===== src/rtl/comp2_serial_pkg.sv =====
`default_nettype none
// ============================================================================
// Module   : comp2_serial_pkg
// Brief    : Shared types and constants for the bit-serial comparator.
// Revision : 1.0 - initial release
// ============================================================================
package comp2_serial_pkg;

   // Controller state, 2-bit encoded
   typedef enum logic [1:0] {
      ST_IDLE = 2'd0,
      ST_SCAN = 2'd1,
      ST_DONE = 2'd2
   } state_t;

   // Bit positions inside the 3-bit one-hot result bus
   localparam int RES_L = 0;
   localparam int RES_E = 1;
   localparam int RES_G = 2;

endpackage : comp2_serial_pkg
`default_nettype wire


===== src/rtl/comp2_serial_ctrl_comp2.sv =====
`default_nettype none
// ============================================================================
// Module   : comp2
// Brief    : 1-bit magnitude comparator cell (L: a<b, E: a==b, G: a>b).
// Revision : 1.0 - initial release
// ============================================================================
module comp2 (
   input  logic i_a,
   input  logic i_b,
   output logic o_l,
   output logic o_e,
   output logic o_g
);

   // Purely combinational single-bit compare
   always_comb begin
      o_l = ~i_a & i_b;
      o_e = ~(i_a ^ i_b);
      o_g = i_a & ~i_b;
   end

endmodule : comp2
`default_nettype wire


===== src/rtl/comp2_serial_ctrl.sv =====
`default_nettype none
// ============================================================================
// Module   : comp2_serial_ctrl
// Brief    : Bit-serial WIDTH-bit magnitude comparator. Walks one comp2 cell
//            from MSB to LSB and returns a registered one-hot L/E/G result.
// Revision : 1.0 - initial release
// ============================================================================
module comp2_serial_ctrl
   import comp2_serial_pkg::*;
#(
   parameter int WIDTH      = 8,
   parameter bit SIGNED     = 1'b0,
   parameter bit EARLY_EXIT = 1'b1
) (
   input  logic             CLK,
   input  logic             RST,
   input  logic             START,
   input  logic [WIDTH-1:0] A,
   input  logic [WIDTH-1:0] B,
   output logic             READY,
   output logic             BUSY,
   output logic             DONE,
   output logic             L,
   output logic             E,
   output logic             G
);

   localparam int c_IW = (WIDTH > 1) ? $clog2(WIDTH) : 1;
   localparam logic [c_IW-1:0] c_IDX_MSB = c_IW'(WIDTH - 1);
   localparam logic [c_IW-1:0] c_IDX_ONE = c_IW'(1);

   state_t           r_state;
   state_t           w_state_nxt;
   logic [WIDTH-1:0] r_a;
   logic [WIDTH-1:0] r_b;
   logic [c_IW-1:0]  r_idx;
   logic [c_IW-1:0]  w_idx_nxt;
   logic             r_msb;
   logic             r_miss;     // sticky: a mismatch was already seen
   logic             r_miss_l;   // L/G of that first mismatch
   logic             r_miss_g;
   logic             w_miss_set;
   logic [2:0]       r_res;
   logic [2:0]       w_res_nxt;
   logic             w_res_load;
   logic             w_accept;

   logic             w_cell_a;
   logic             w_cell_b;
   logic             w_cell_l;
   logic             w_cell_e;
   logic             w_cell_g;
   logic             w_l;
   logic             w_g;

   assign w_accept = START && (r_state == ST_IDLE);

   // Operand bit-select feeding the single comparator cell
   assign w_cell_a = r_a[r_idx];
   assign w_cell_b = r_b[r_idx];

   comp2 u_cell (
      .i_a (w_cell_a),
      .i_b (w_cell_b),
      .o_l (w_cell_l),
      .o_e (w_cell_e),
      .o_g (w_cell_g)
   );

   // Sign bit compares inverted: a 1 in A's MSB makes A the smaller value
   always_comb begin
      w_l = w_cell_l;
      w_g = w_cell_g;
      if (SIGNED && r_msb) begin
         w_l = w_cell_g;
         w_g = w_cell_l;
      end
   end

   // Next-state, index and result-capture decisions
   always_comb begin
      w_state_nxt = r_state;
      w_idx_nxt   = r_idx;
      w_res_nxt   = r_res;
      w_res_load  = 1'b0;
      w_miss_set  = 1'b0;
      case (r_state)
         ST_IDLE: begin
            if (START) begin
               w_state_nxt = ST_SCAN;
               w_idx_nxt   = c_IDX_MSB;
            end
         end
         ST_SCAN: begin
            if (!w_cell_e && EARLY_EXIT) begin
               w_res_load        = 1'b1;
               w_res_nxt         = 3'b000;
               w_res_nxt[RES_L]  = w_l;
               w_res_nxt[RES_G]  = w_g;
               w_state_nxt       = ST_DONE;
            end else if (r_idx == '0) begin
               w_res_load = 1'b1;
               w_res_nxt  = 3'b000;
               if (r_miss) begin
                  w_res_nxt[RES_L] = r_miss_l;
                  w_res_nxt[RES_G] = r_miss_g;
               end else if (!w_cell_e) begin
                  w_res_nxt[RES_L] = w_l;
                  w_res_nxt[RES_G] = w_g;
               end else begin
                  w_res_nxt[RES_E] = 1'b1;
               end
               w_state_nxt = ST_DONE;
            end else begin
               w_idx_nxt  = r_idx - c_IDX_ONE;
               w_miss_set = !w_cell_e && !r_miss;
            end
         end
         ST_DONE: begin
            w_state_nxt = ST_IDLE;
         end
         default: begin
            w_state_nxt = ST_IDLE;
         end
      endcase
   end

   // State, operand, index, sticky-mismatch and result registers
   always_ff @(posedge CLK) begin
      if (RST) begin
         r_state  <= ST_IDLE;
         r_a      <= '0;
         r_b      <= '0;
         r_idx    <= '0;
         r_msb    <= 1'b0;
         r_miss   <= 1'b0;
         r_miss_l <= 1'b0;
         r_miss_g <= 1'b0;
         r_res    <= 3'b000;
      end else begin
         r_state <= w_state_nxt;
         r_idx   <= w_idx_nxt;
         if (w_accept) begin
            r_a      <= A;
            r_b      <= B;
            r_msb    <= 1'b1;
            r_miss   <= 1'b0;
            r_miss_l <= 1'b0;
            r_miss_g <= 1'b0;
         end else if (r_state == ST_SCAN) begin
            r_msb <= 1'b0;
         end
         if (w_miss_set) begin
            r_miss   <= 1'b1;
            r_miss_l <= w_l;
            r_miss_g <= w_g;
         end
         if (w_res_load) begin
            r_res <= w_res_nxt;
         end
      end
   end

   assign READY = (r_state == ST_IDLE);
   assign BUSY  = (r_state == ST_SCAN);
   assign DONE  = (r_state == ST_DONE);
   assign L     = r_res[RES_L];
   assign E     = r_res[RES_E];
   assign G     = r_res[RES_G];

endmodule : comp2_serial_ctrl
`default_nettype wire

===== config.mk =====
export PLATFORM = sky130hd
export DESIGN_NAME = comp2_serial_ctrl
export DESIGN_NICKNAME = d
export VERILOG_FILES = /design/src/rtl/comp2_serial_pkg.sv /design/src/rtl/comp2_serial_ctrl_comp2.sv /design/src/rtl/comp2_serial_ctrl.sv
export SDC_FILE = /design/constraint.sdc
export NUM_CORES = 1
export LEC_CHECK = 0
export CORE_ASPECT_RATIO = 0.6
export CORE_MARGIN = 2
export CORE_UTILIZATION = 53
export DETAILED_ROUTE_END_ITERATION = 10
export HOLD_SLACK_MARGIN = 0.08
export MAX_ROUTING_LAYER = met4
export PLACE_DENSITY_LB_ADDON = 0.1
export SYNTH_ARGS = -nofsm -noshare
export SYNTH_HDL_FRONTEND = slang
export SYNTH_HIERARCHICAL = 1
export SYNTH_SLANG_ARGS = --single-unit

===== constraint.sdc =====
create_clock -name CLK -period 5.95 [get_ports CLK]
set_input_delay 0.8925 -clock CLK [delete_from_list [all_inputs] [get_ports CLK]]
set_output_delay 0.8925 -clock CLK [all_outputs]
set_load 0.1 [all_outputs]

======== Yosys cells after proc, flatten, opt, wreduce, memory -nomap -nowiden ========
Index checks and enable logic that the tools add are counted.
word-level totals
  bits in registers ....................... 27
  bits of input ports ..................... 19
  output and inout port bits .............. 6
  word-level logic and storage cells ...... 59
cells by class
  $add $sub $neg .......................... 1
  order comparisons ....................... 1
  eq/ne operators ......................... 6
  muxes and demuxes ....................... 27
  bitwise operators ....................... 5
  reductions and logical operators ........ 11
operator list
  operator                                                               count
  1-bit 2-to-1 mux                                                       15
  3-bit 2-to-1 mux                                                       5
  1-bit binary-select mux with 3-bit select                              2
  2-bit 2-to-1 mux                                                       3
  2-bit != test, second input constant                                   3
  3-bit one-hot mux with 2 select lines                                  1
  2-bit nonzero test                                                     3
  3-bit by 4-bit < comparator with 1-bit output, second input constant   1
  2-bit one-hot mux with 2 select lines                                  1
  4-bit AND reduction                                                    1
  3-bit zero test                                                        1
  3-bit by 1-bit != test with 1-bit output, second input constant        1
  3-bit AND reduction                                                    1
  3-bit by 1-bit subtractor with 3-bit output, second input constant     1
  1-bit bitwise AND                                                      2
  2-bit by 1-bit equality test with 1-bit output, second input constant  1
  2-bit equality test, second input constant                             1
  1-bit logical AND                                                      2
  2-bit zero test                                                        1
  1-bit inverter                                                         2
  2-bit AND reduction                                                    1
  1-bit zero test                                                        1
  1-bit XOR                                                              1

======== Depth between registers and ports, before layout ========
Gate-level depths: netlist of the first run.
  word-level depth ........................ 8
  depth in mapped cells ................... 10
  gate-level depth less buffers ........... 9

======== By module ========
The synthesis of the first run kept the hierarchy.
modules (own cells, without submodules)
  module             instances  cells an instance  area an instance (sq um)  sequential area each (sq um)
  comp2_serial_ctrl  1          135                1,171.1                   540.5
  comp2              1          4                  32.5                      0.0

======== Worst setup path after synthesis of the first run ========
OpenSTA, ideal clock, no wires.
  path kind ............................... register to register
  start ................................... register r_idx[1]
  end ..................................... register r_idx[2]
  library setup time ...................... 0.091 ns
  arrival time ............................ 1.998 ns
  data required time ...................... 5.859 ns
  slack ................................... 3.861 ns
  cell stages (with the launch flop) ...... 10
  path buffers ............................ 1
  clock period less this slack ............ 2.089 ns
  cells stage by stage .................... dfxtp_1 -> clkbuf_2 -> mux4_2 -> nand2_1 -> nand2_1 -> ha_1 -> nand3b_1 -> nor3b_2 -> nor3_2 -> a311oi_1
between the ends
  cells in the longest elaborated chain, start to end .. 5
  elaborated cells on any way between the ends .. 13
  classes of those cells .................. 1 x add/sub; 2 x eq/ne; 7 x mux; 1 x bitwise; 2 x reduce/logical
ends and longest elaborated chain
  what                                       line                           text
  from (decl)                                comp2_serial_ctrl.sv:36        logic [c_IW-1:0] r_idx;
  from (signal assigned)                     comp2_serial_ctrl.sv:142       r_idx <= w_idx_nxt;
  1-bit binary-select mux with 3-bit select  comp2_serial_ctrl.sv:60        assign w_cell_b = r_b[r_idx];
  1-bit 2-to-1 mux (implied by the code)     comp2_serial_ctrl.sv:60
  net w_cell_b                               comp2_serial_ctrl.sv:49        logic w_cell_b;
  1-bit XOR                                  comp2_serial_ctrl_comp2.sv:18  o_e = ~(i_a ^ i_b);
  2-bit != test (no line)                    -
  4-bit AND reduction (no line)              -
The timed path passes the listed nets, and every way through them passes these cells. The select of a mux whose other input is x is not followed.
A chain may end at the register's enable or synchronous reset.

======== Worst setup path after layout of the first run ========
  start ................................... register r_state[0]
  end ..................................... output BUSY
between the ends
  cells in the longest elaborated chain, start to end .. 1
ends and longest elaborated chain
  what                                            line                      text
  from (decl)                                     comp2_serial_ctrl.sv:32   state_t r_state;
  from (signal assigned)                          comp2_serial_ctrl.sv:141  r_state <= w_state_nxt;
  2-bit by 1-bit equality test with 1-bit output  comp2_serial_ctrl.sv:165  assign BUSY = (r_state == ST_SCAN);
  to (decl)                                       comp2_serial_ctrl.sv:21   output logic BUSY,
No other way between the ends.

==> results of run 1 <==
==> layout by cell type (no fill, tap or decap), types with 2 or more instances in the layout <==
cell type / n
and2b_1: 3
nand2_1: 39
and3_1: 2
inv_1: 8
clkbuf_8: 3
nor2_1: 4
and2_1: 3
a211oi_1: 6
mux4_2: 4
dfxtp_1: 27
clkdlybuf4s50_1: 24
a21oi_1: 17
ha_1: 4
nor3_1: 4
==> power breakdown <==
group,total (W),internal (W),leakage (nW),switching (W)
clock,0.000100,0.0000479,0.0228,0.0000524
sequential,0.000213,0.000198,0.222,0.0000157
combinational,0.000148,0.0000545,0.334,0.0000933
total,0.000461,0.000300,0.578,0.000161
==> metal layers <==
| layer | vias to the layer above | share of wire, % | wire, um | GRT usage [%] |
|---|---|---|---|---|
| li1 | 501 | - | - | - |
| met1 | 450 | 48 | 1120 | 24.4 |
| met2 | 23 | 45 | 1050 | 32.1 |
| met3 | 2 | 5.8 | 133 | 6.59 |
| met4 | 0 | 0.56 | 13 | 3.13 |
| met5 | - | 0 | 0 | - |
==> cell usage after synthesis <==
| library cell | instances |
|---|---|
| a211oi_1 | 6 |
| a21oi_1 | 17 |
| a311oi_1 | 1 |
| a31oi_1 | 1 |
| and2_1 | 3 |
| and2_4 | 1 |
| and2b_1 | 3 |
| and3_1 | 2 |
| buf_2 | 3 |
| buf_4 | 1 |
| buf_6 | 1 |
| clkbuf_1 | 2 |
| clkbuf_2 | 1 |
| dfxtp_1 | 27 |
| ha_1 | 4 |
| inv_1 | 8 |
| mux4_2 | 4 |
| nand2_1 | 39 |
| nand2b_1 | 1 |
| nand3b_1 | 1 |
| nor2_1 | 4 |
| nor2_2 | 1 |
| nor2b_1 | 1 |
| nor3_1 | 4 |
| nor3_2 | 1 |
| nor3b_2 | 1 |
| o21ai_2 | 1 |
==> worst max-delay path, stage by stage (launching register included) <==
cell and delay [ns]:
dfxtp_1 0.42, and2b_1 0.19, clkdlybuf4s50_1 1.14
==> registers in the layout, indices dropped and copies added, names as in the netlist <==
signal and cells:
r_a 8, r_b 8, r_idx 3, r_res 3, r_state 2, r_miss 1, r_miss_g 1, r_miss_l 1
==> per-stage QoR <==
step                hold slack [ns]  cells  instance area (um2)
detailed placement            0.438    185                 1440
global route                  0.479    189                 1480
CTS                           0.460    189                 1480
global placement              0.434    185                 1440
finish                        0.456    189                 1480
floorplan                     0.421    139                 1200
==> cell families (layout without fill, tap and decap cells) <==
logic type | after synthesis | in the layout | share of synthesized area (%)
compound gates | 26 | 26 | 12.8
fa+ha+maj | 4 | 4 | 4.16
buf+inv | 16 | 36 | 6.34
flops | 27 | 27 | 44.9
mux | 4 | 4 | 7.48
simple gates | 62 | 62 | 24.3
==> worst min-delay path by stage <==
| stage | start | endpoint | slack, ns | cells after the start |
|---|---|---|---|---|
| floorplan | r_miss_g$_SDFFE_PP0P_ | r_miss_g$_SDFFE_PP0P_ | 0.42 | 1 |
| global placement | r_miss_l$_SDFFE_PP0P_ | r_miss_l$_SDFFE_PP0P_ | 0.43 | 1 |
| detailed placement | r_miss_g$_SDFFE_PP0P_ | r_miss_g$_SDFFE_PP0P_ | 0.44 | 1 |
| CTS | r_a[5]$_SDFFE_PP0P_ | r_a[5]$_SDFFE_PP0P_ | 0.46 | 2 |
| global route | r_a[1]$_SDFFE_PP0P_ | r_a[1]$_SDFFE_PP0P_ | 0.48 | 2 |
| finish | r_res[0]$_SDFFE_PP0P_ | r_res[0]$_SDFFE_PP0P_ | 0.46 | 2 |
==> layout make-up <==
cell class                      instances  area, um2
Tap cell                               30       37.5
Clock buffer                            4       45.0
Inverter                                8       30.0
Sequential cell                        27        541
Timing Repair Buffer                   24        240
Multi-Input combinational cell         96        587
Fill cell                             179        683
==> impl_metrics.yaml, run 1 <==
finish:
  final_util_pct: 68.4
  num_antenna_cells: 0
  drive_above_1_share_pct: 7.55
  syn_to_final_growth_pct: 23.0
  final_nets: 183
placed_design:
  place_congestion: 0.760
  post-place-ws_ns: 3.34
  dp_hpwl_um: 1740
  port_buffers: 24
power:
  leakagePower_nw: 0.578
  ir_worst_vdd_mv: 0.173
  power.density_nw_per_um2: 312
  fin_total_pwr_w: 0.000461
sta:
  setup_viol: 0
  hold_violations: 0
  max_slew_margin_pct: 35.5
  finClkSkew_ns: 0.00241
  tightest_slew_ns: 0.965
  maxSlewViolCount: 0
  rsz0062_at_grt: "false"
  fin_ws_ns: 3.05
  fmax_mhz: 344
  period_needed_ns: 2.90
  setup_tns_ns: 0
  fin_crit_sh_pct: 48.8
clocking:
  cts.clk_slew.worst_paths_ns: 0.08
  clkSinkCount: 27
  cts_resized: 0
  hold_buffers: 0
  cts_tree: "built"
  htreeDepth: 1
  root_buffer: "clkbuf_8"
  cts_buffer_depth: 2
  post_cts_buffers: 0
  numCtsBuffers: 3
  clk_latency_ns: 0.27
setup_path:
  required_ns: 5.06
  start_kind: "flip-flop"
  startpoint: "r_state[0]$_SDFFE_PP0P_"
  crit_fanout: 6
  rrSetupSlack_ns: 3.48
  crit_end: "BUSY"
  crit_arrival_ns: 2.01
  path_class: "flip-flop to output pin"
  end_kind: "output pin"
  r2r-start: "r_idx[1]$_SDFFE_PP0P_"
  reg2regPathDepth: 8
  timing.rr.end: "r_idx[2]$_SDFFE_PP0P_"
detailed_routing:
  drc: 0
  vias_per_cell: 5.16
  first_iter_violations: 19
  dr.pass1.iters: 4
  routed_wl_um: 2310
  vias: 976
  routedWlPerCell_um: 12.2
  ant_nets: 0
floorplan:
  die_x_um: 65.5
  die_area_um2: 2680
  die_h_um: 40.9
  fp.coreArea_um2: 2160
  boundaryPins: 25
  row_count: 13
  initial_core_util_pct: 55.6
run_status:
  outcome: "finished clean"
flow_run:
  drv_cap: 0
logic_synthesis:
  synth_area_um2: 1200
  ys_top_cells_by_area: "dfxtp_1 (45%), nand2_1 (12%), mux4_2 (7.5%), a21oi_1 (7.1%), ha_1 (4.2%)"
  ys_warn_count: 6
  post_synth_num_cell_types: 27
  synth.avg_cell_area_um2: 8.66
  syn-num-nets: 162
  seq_area_frac_synth_pct: 44.9
  synth_seq_cells: 27
  yosysTopAreaCell: "dfxtp_1"
  postSynthCellCount: 139
  yosys.area.top_type_share_pct: 44.9
global_routing:
  grt_pass1_vias: 807
  antenna_found_initial: 0
  grt_pass1_wl_um: 3620
  grt_overflow: 0
  grtUsageTotal_pct: 19.5
  grt_max_degree: 26
hold_path:
  worst_hold_path_type: "flip-flop to flip-flop"
Power figures use the tool's default switching activity.
==> run 2, diff against run 1 <==
Settings changed: CORE_UTILIZATION 53 to 44.
Clock period 5.95 ns to 2.53 ns, I/O delays scaled along.
==> run 2 against run 1 <==
  * Utilization fell by 11 points
  * Combinational power grew 130%
  * Total power rose by 140%
  * Design area down 0.25%
  * Sequential share of layout area up 0.18 points
  * Die area is 19% higher
  * Routed wire length up 6.2%
  * Flip-flop and latch count unchanged
  * Register-to-register slack lost 3.3 ns
  * Largest power group unchanged
  * Highest routed layer unchanged
==> impl_metrics.yaml, run 2 (synthesized netlist as in run 1, its figures left out) <==
detailed_routing:
  dr.pass1.iters: 4
  vias_per_cell: 5.11
  ant_nets: 0
  routedWlPerCell_um: 12.8
  first_iter_violations: 48
  drc: 0
  vias: 982
  routed_wl_um: 2460
global_routing:
  grt_pass1_vias: 865
  top_usage_layer: "met1"
  grt_use_met1_pct: 24.0
  gr-usage-met2_pct: 23.5
  grt_pass1_wl_um: 3970
  antenna_found_initial: 0
  grt_overflow: 0
  gr-usage-met3_pct: 5.47
  grtUsageTotal_pct: 17.1
  grt_max_degree: 21
setup_path:
  crit_arrival_ns: 2.54
  reg2regPathDepth: 9
  r2r-start: "r_idx[2]$_SDFFE_PP0P_"
  required_ns: 2.70
  path_class: "flip-flop to flip-flop"
  rrSetupSlack_ns: 0.16
  crit_fanout: 8
  end_kind: "flip-flop"
  start_kind: "flip-flop"
  timing.rr.end: "r_idx[2]$_SDFFE_PP0P_"
sta:
  maxSlewViolCount: 0
  max_slew_margin_pct: 61.1
  setup_tns_ns: 0
  period_needed_ns: 2.37
  setup_viol: 0
  fin_ws_ns: 0.156
  rsz0062_at_grt: "false"
  fin_crit_sh_pct: 93.9
  tightest_slew_ns: 0.582
  hold_violations: 0
  fmax_mhz: 421
  finClkSkew_ns: 0.00250
placed_design:
  post-place-ws_ns: 0.160
  dp_hpwl_um: 1810
  place_congestion: 0.880
  port_buffers: 24
run_status:
  outcome: "finished clean"
power:
  combPwrFrac_pct: 31.4
  clkPwrFrac_pct: 22.6
  leakagePower_nw: 0.593
  ir_worst_vdd_mv: 0.336
  switching_share_pct: 35.8
  power.density_nw_per_um2: 741
  pwr-share-seq_pct: 46.0
  internal_power_w: 0.000702
  netSwitchingPower_w: 0.000391
finish:
  syn_to_final_growth_pct: 22.7
  reg_top3: "r_a (8), r_b (8)"
  num_antenna_cells: 0
  layout_commonest_cell: "nand2_1"
  most-common-layout-cells: "nand2_1 (39), dfxtp_1 (26), clkdlybuf4s50_1 (18)"
  fillCellCount: 252
  drive_above_1_share_pct: 12.5
  final_nets: 184
clocking:
  cts.clk_slew.worst_paths_ns: 0.09
  cts_buffer_depth: 2
  numCtsBuffers: 3
  htreeDepth: 1
  cts_tree: "built"
  clk_latency_ns: 0.27
  clkSinkCount: 27
  root_buffer: "clkbuf_8"
floorplan:
  die_h_um: 44.5
  die_area_um2: 3180
  row_count: 14
  initial_core_util_pct: 47.1
  die_x_um: 71.5
  boundaryPins: 25
  fp.coreArea_um2: 2560
hold_path:
  min_from: "r_a[4]$_SDFFE_PP0P_"
  holdPathStages: 2
  whs_endpoint: "r_a[4]$_SDFFE_PP0P_"
  worst_hold_path_type: "flip-flop to flip-flop"
flow_run:
  drv_cap: 0
==> run 2: layout make-up <==
type	count	area, um2	area share (%)
clock buffer	4	45.0	3.05
multi-input combinational	96	587	39.7
sequential	27	542	36.7
tap	32	40.0	2.71
timing repair buffer	25	233	15.8
inverter	8	30.0	2.03
==> run 2: layer usage <==
layer	part of all wire, %	wire, um
met1	55	1350
met2	39	958
met3	5.1	125
met4	0.86	21
met5	0	0
==> run 2: worst max path at each step <==
stage	to	startpoint	cells after the start	slack, ns
floorplan	r_idx[2]$_SDFFE_PP0P_	r_idx[1]$_SDFFE_PP0P_	9	0.44
global route	r_idx[1]$_SDFFE_PP0P_	r_idx[2]$_SDFFE_PP0P_	9	0.009
detailed placement	r_idx[1]$_SDFFE_PP0P_	r_idx[1]$_SDFFE_PP0P_	8	0.16
global placement	r_idx[2]$_SDFFE_PP0P_	r_idx[1]$_SDFFE_PP0P_	8	0.15
finish	r_idx[2]$_SDFFE_PP0P_	r_idx[2]$_SDFFE_PP0P_	9	0.16
CTS	r_idx[2]$_SDFFE_PP0P_	r_idx[1]$_SDFFE_PP0P_	8	0.13
==> run 2: power groups by stage <==
stage | Combinational (W) | Sequential (W) | Clock, W
after global placement | 0.000336 | 0.000511 | 0
after detailed placement | 0.000343 | 0.000511 | 0
after floorplan | 0.000236 | 0.000539 | 0
final | 0.000343 | 0.000503 | 0.000247
after CTS | 0.000344 | 0.000501 | 0.000258
after global routing | 0.000370 | 0.000508 | 0.000272
==> run 2: worst max-delay path: stages (launching register included) <==
cell	delay (ns)
dfxtp_1	0.56
mux4_2	0.55
nand2_1	0.08
nand2_1	0.07
inv_1	0.06
ha_1	0.20
nand3b_1	0.17
nor3b_2	0.23
nor3_2	0.05
a311oi_1	0.31
==> run 2: what timing repair did <==
action                                  4_1_cts  5_1_grt
endpoints found under the setup margin        0        3
setup buffers                                 0        0
hold buffers                                  0        0
endpoints found under the hold margin         0        0
resized for setup                             0        1
==> run 2: per-stage QoR <==
stage          hold slack (ns)  total power (W)  std cells  utilization (%)  area [um2]
6_report                 0.457          0.00109        192             57.7        1480
3_5_place_dp             0.444         0.000854        188             55.9        1430
3_3_place_gp             0.445         0.000847        188             55.9        1430
2_1_floorplan            0.421         0.000775        139                -        1200
5_1_grt                  0.473          0.00115        192             57.7        1480
4_1_cts                  0.458          0.00110        192             57.7        1480
